==> config.mk <==
export PLATFORM = sky130hd
export DESIGN_NAME = tw_gen
export DESIGN_NICKNAME = d
export VERILOG_FILES = /design/src/rtl/tw_gen.sv
export SDC_FILE = /design/constraint.sdc
export NUM_CORES = 1
export LEC_CHECK = 0
export ABC_AREA = 1
export CAP_MARGIN = 25
export CELL_PAD_IN_SITES_DETAIL_PLACEMENT = 1
export CELL_PAD_IN_SITES_GLOBAL_PLACEMENT = 2
export CORE_ASPECT_RATIO = 1.1
export CORE_MARGIN = 3
export CORE_UTILIZATION = 26
export CTS_BUF_LIST = sky130_fd_sc_hd__clkbuf_4 sky130_fd_sc_hd__clkbuf_8
export DETAILED_ROUTE_END_ITERATION = 12
export GPL_ROUTABILITY_DRIVEN = 0
export MAX_ROUTING_LAYER = met4
export PLACE_DENSITY = 0.89
export SETUP_SLACK_MARGIN = 0.05
export SLEW_MARGIN = 30
export SYNTH_ARGS = -nofsm -noshare
export SYNTH_HDL_FRONTEND = slang
export SYNTH_SLANG_ARGS = --single-unit
==> constraint.sdc <==
create_clock -name clk -period 1.3 [get_ports clk]
set_input_delay 0.195 -clock clk [delete_from_list [all_inputs] [get_ports clk]]
set_output_delay 0.195 -clock clk [all_outputs]
set_load 0.02 [all_outputs]
==> src/rtl/tw_gen.sv <==
// Twiddle-factor generator for radix-2 SDF FFT stages: quarter-wave cosine table,
// direct-address port plus per-stage sequencer. Define TW_INV_EN for conjugated (inverse) twiddles.
module tw_gen #(
  parameter int unsigned LOG2N = 3,
  parameter int unsigned TW_W  = 12,
  localparam int unsigned SW   = $clog2(LOG2N)
) (
  input  logic                   clk,
  input  logic                   rst,
  input  logic                   addr_valid,
  input  logic [LOG2N-1:0]       addr,
  output logic                   addr_ready,
  input  logic                   seq_start,
  input  logic [SW-1:0]          seq_stage,
  output logic                   seq_busy,
  output logic                   seq_done,
`ifdef TW_INV_EN
  input  logic                   inv,
`endif
  input  logic                   out_ready,
  output logic                   out_valid,
  output logic signed [TW_W-1:0] twiddle_re,
  output logic signed [TW_W-1:0] twiddle_im
);

  localparam int unsigned N   = 1 << LOG2N;
  localparam int unsigned Q   = N / 4;
  localparam int unsigned AMP = (1 << (TW_W - 1)) - 1;
  localparam int unsigned RW  = LOG2N - 2;
  localparam int unsigned IW  = LOG2N - 1;
  localparam int unsigned JW  = LOG2N - 1;

  // round(AMP*cos(2*pi*r/N)) by Taylor series; angle never exceeds pi/2
  function automatic int cos_q(input int unsigned r);
    real x;
    real term;
    real sum;
    x    = 2.0 * 3.14159265358979323846 * real'(r) / real'(N);
    sum  = 1.0;
    term = 1.0;
    for (int n = 1; n <= 20; n++) begin
      term = -term * x * x / real'((2 * n - 1) * (2 * n));
      sum  = sum + term;
    end
    return int'(real'(AMP) * sum);
  endfunction

  logic signed [TW_W-1:0] ctab [Q+1];

  for (genvar i = 0; i <= Q; i++) begin : g_tab
    localparam int CV = cos_q(i);
    assign ctab[i] = TW_W'(CV);
  end

  typedef enum logic {S_IDLE, S_RUN} state_t;

  state_t            state_q, state_d;
  logic [SW-1:0]     s_q, s_d, s_clamp;
  logic [JW-1:0]     j_q, j_d, j_last;
  logic              ce, run, seq_issue, dir_acc, req_v;
  logic [LOG2N-1:0]  req_k, seq_k;
  logic [1:0]        q_in;
  logic [IW-1:0]     ridx, cidx;

  logic                   v1;
  logic [1:0]             q1;
  logic signed [TW_W-1:0] ca1, cb1;
  logic signed [TW_W-1:0] re_n, im_n;
`ifdef TW_INV_EN
  logic                   inv1;
`endif

  assign ce         = out_ready | ~out_valid;
  assign run        = (state_q == S_RUN);
  assign seq_busy   = run;
  // a start pulse in idle takes priority over a concurrent direct request
  assign addr_ready = rst & ce & ~run & ~seq_start;
  assign dir_acc    = addr_valid & addr_ready;

  assign s_clamp   = ({1'b0, seq_stage} >= (SW+1)'(LOG2N)) ? SW'(LOG2N - 1) : seq_stage;
  // last j = N/2^(s+1) - 1, i.e. the all-ones j pattern shifted down by s
  assign j_last    = {JW{1'b1}} >> s_q;
  assign seq_k     = LOG2N'({1'b0, j_q} << s_q);
  assign seq_issue = run & ce;
  assign seq_done  = rst & seq_issue & (j_q == j_last);

  assign req_v = seq_issue | dir_acc;
  assign req_k = run ? seq_k : addr;
  assign q_in  = req_k[LOG2N-1 -: 2];
  assign ridx  = {1'b0, req_k[RW-1:0]};
  assign cidx  = IW'(Q) - ridx;

  // Sequencer state register
  always_ff @(posedge clk) begin
    if (!rst) begin
      state_q <= S_IDLE;
      s_q     <= '0;
      j_q     <= '0;
    end else begin
      state_q <= state_d;
      s_q     <= s_d;
      j_q     <= j_d;
    end
  end

  // Sequencer next state
  always_comb begin
    state_d = state_q;
    s_d     = s_q;
    j_d     = j_q;
    case (state_q)
      S_IDLE: begin
        if (seq_start) begin
          state_d = S_RUN;
          s_d     = s_clamp;
          j_d     = '0;
        end
      end
      S_RUN: begin
        if (ce) begin
          j_d = j_q + 1'b1;
          if (j_q == j_last) state_d = S_IDLE;
        end
      end
      default: state_d = S_IDLE;
    endcase
  end

  // Stage 1: quadrant and both table reads
  always_ff @(posedge clk) begin
    if (!rst) begin
      v1  <= 1'b0;
      q1  <= '0;
      ca1 <= '0;
      cb1 <= '0;
`ifdef TW_INV_EN
      inv1 <= 1'b0;
`endif
    end else if (ce) begin
      v1 <= req_v;
      if (req_v) begin
        q1  <= q_in;
        ca1 <= ctab[ridx];
        cb1 <= ctab[cidx];
`ifdef TW_INV_EN
        inv1 <= inv;
`endif
      end
    end
  end

  // Quadrant sign/swap; ca1=C[r], cb1=C[Q-r]
  always_comb begin
    re_n = ca1;
    im_n = -cb1;
    case (q1)
      2'd0: begin re_n = ca1;  im_n = -cb1; end
      2'd1: begin re_n = -cb1; im_n = -ca1; end
      2'd2: begin re_n = -ca1; im_n = cb1;  end
      2'd3: begin re_n = cb1;  im_n = ca1;  end
      default: ;
    endcase
`ifdef TW_INV_EN
    if (inv1) im_n = -im_n;
`endif
  end

  // Stage 2: output register
  always_ff @(posedge clk) begin
    if (!rst) begin
      out_valid  <= 1'b0;
      twiddle_re <= '0;
      twiddle_im <= '0;
    end else if (ce) begin
      out_valid <= v1;
      if (v1) begin
        twiddle_re <= re_n;
        twiddle_im <= im_n;
      end
    end
  end

endmodule

==> flow_summary.yaml <==
run_status:
  status: "complete, but fails checks"
  violations: "setup timing"
floorplanning:
  io_pins: 38
  die_w_um: 75.40
  rows: 27
  core_um2: 5067
  die_h_um: 82.34
  die-area_um2: 6208
  initial_utilization_pct: 27.19
final_layout:
  areaGrowthSynthToFinish_pct: 39.15
  design_area_um2: 1917
  nNetsFinal: 258
  stdcell_count: 302
  drive_gt1_share_pct: 22.95
  diodes: 0
routing:
  ant_nets: 0
  firstDrtPassIters: 2
  routed_wl_um: 3400
  avgRoutedWirePerCell_um: 11.26
  viasPerCell: 4.536
  vias: 1370
  drt_iter0_markers: 44
  drc_errors: 0
power_and_ir_drop:
  switching_share_pct: 31.10
  vdd_drop_max_v: 0.0004423
  p_int_mw: 1.354
  seq_power_share_pct: 46.0
  pwr-share-clk_pct: 26.8
  power.leakage_nw: 0.9684
  power.density_nw_per_um2: 1025
  netSwitchingPower_uw: 611.0
  power_frac_comb_pct: 27.2
critical_path:
  critPathCaptureType: "primary output"
  critPathMaxFanout: 3
  cp.arrival_ns: 1.19
  cp_slowest_stage_delay_ns: 0.36
  path_common_cell: "nand2_4"
  timing_worst_setup_path_type: "flip-flop to primary output"
  crit_buf_inv: 2
  cp_cell_sequence: "nand2_4, nand2_4, inv_2, o21ai_2, nor3_2, buf_4"
  crit_family: "flip-flops"
  critPathSlowestCell: "dfxtp_4"
  worstPathRequired_ns: 1.11
  critPathLaunchType: "flip-flop"
grt:
  grt_antenna_before_repair: 0
  grt_pass1_wl_um: 5816
  grt_overflow: 0
  grt_util_all_layers_pct: 12.24
  grt_pass1_vias: 1326
  grt_max_degree: 19
synth:
  synthCells: 196
  syn-num-nets: 209
  seq_area_frac_synth_pct: 37.78
  ys_ff_latch: 26
  yosys.cell_types.count: 23
  avgSynthCellArea_um2: 7.028
  syn_area_um2: 1378
  synthArstFlopShare_pct: 0
  yosys-top-cells-area: "dfxtp_1 38%, nand2_1 13%, a21oi_1 6.5%, buf_4 6.0%, inv_1 4.9%"
  yosysTopAreaCell: "dfxtp_1"
  synth.most_common_cell: "nand2_1"
  yosys_warnings: 0
  synth_edf_count: 0
  netlist_top_cells_count: "47 x nand2_1, 26 x dfxtp_1, 18 x a21oi_1, 18 x inv_1, 18 x nor2_1"
  yosys_most_used_dff: "dfxtp_1"
  synth.top_cell.area_share_pct: 37.78
clock_network:
  cts_num_sinks: 26
  root_buffer: "clkbuf_8"
  cts_buffers: 3
  htree_num_levels: 1
  clk_latency_ns: 0.27
  clock_path_buffers: 2
  clk_pin_slew_ns: 0.09
  cts_tree: "built"
timing:
  slew_headroom_pct: 83.34
  maxSlewViolCount: 0
  setup_ws_ns: -0.08716
  min_period_ns: 1.387
  worst_pin_slew_ns: 0.2496
  setup_viol: 1
  tns_ns: -0.08716
  max_freq_mhz: 720.9
  final_hold_viol_count: 0
  fin_crit_sh_pct: 106.7
  whs_ns: 0.4648
  clock_skew_ns: 0.002437
  rsz0062_at_grt: "true"
place:
  dp_slack_ns: -0.6510
  place_inst: 295
  postPlaceCellArea_um2: 1866
  hpwl_um: 2713
  io_buffers: 37
min_path:
  hp-class: "input port to flip-flop"
job:
  drv_cap: 0
[worst paths after layout]
path	start	to	slack [ns]	depth (start not counted)
hold / removal	seq_stage[0]	s_q[0]	0.46	3
setup reg to reg	out_valid	q1[0]	0.15	8
setup / recovery	out_valid	seq_done	-0.09	6
hold reg to reg	twiddle_im[0]	twiddle_im[0]	0.47	2
[cells by family (layout without fill, tap and decap cells)]
group | after synthesis | after routing | synth area share [%]
fa+ha+maj | 3 | 3 | 2.725
compound gates | 35 | 35 | 12.99
buf+inv | 38 | 86 | 14.62
simple gates | 94 | 94 | 31.88
flops | 26 | 26 | 37.78
[repair_timing]
item	CTS	global route
pin swaps	1	4
setup endpoints to repair	33	4
hold endpoints to repair	0	0
setup buffers	0	3
hold buffers	0	0
resized for setup	43	8
[tightest hold or removal path, cell delays in order]
cell and delay [ns]:
clkdlybuf4s50_1 0.39, nand2_1 0.06, o21ai_1 0.06
[power groups by stage]
stage                     combinational [mW]  clock [mW]  sequential (mW)
after floorplan                        0.303           0            0.953
after global placement                 0.557           0            0.920
after detailed placement               0.563           0            0.921
after CTS                              0.530       0.552            0.902
after global routing                   0.601       0.574            0.915
final                                  0.534       0.527            0.904
[routing by layer]
metal / routed length, um / GRT usage [%] / up-vias
li1: - / - / 705
met1: 1518 / 13.92 / 634
met2: 1702 / 22.19 / 27
met3: 142 / 1.816 / 4
met4: 37 / 3.147 / 0
met5: 0 / - / -
[cell type report]
| cell class | count | area, um2 |
|---|---|---|
| clock buffer | 4 | 55.05 |
| fill | 651 | 3151 |
| inverter | 23 | 86.33 |
| multi-input combinational | 132 | 671.9 |
| sequential | 26 | 529.3 |
| tap | 58 | 72.57 |
| timing repair buffer | 59 | 501.7 |
[state kept, by name, indices dropped and copies added (netlist names), 2 cells and up]
signal	cells
s_q	2
ca1	2
j_q	2
twiddle_im	7
q1	2
twiddle_re	7
[metrics by stage]
step           util (%)  total power [mW]
3_5_place_dp      36.81             1.484
3_3_place_gp      36.81             1.477
6_report          37.83             1.965
2_1_floorplan         -             1.257
4_1_cts           37.19             1.984
5_1_grt           37.83             2.090
[cell usage in the layout, fill, tap and decap left out, types with 6 or more instances in the layout]
cell type / netlist / layout
nand2_1: 47 / 47
dlygate4sd2_1: 0 / 27
buf_4: 11 / 22
dfxtp_1: 26 / 21
inv_1: 18 / 18
a21oi_1: 18 / 18
nor2_1: 18 / 17
nand3_1: 12 / 12
o21ai_1: 9 / 9
clkdlybuf4s50_1: 0 / 7
o21ai_0: 7 / 6
(Power assumes the default switching activity.)
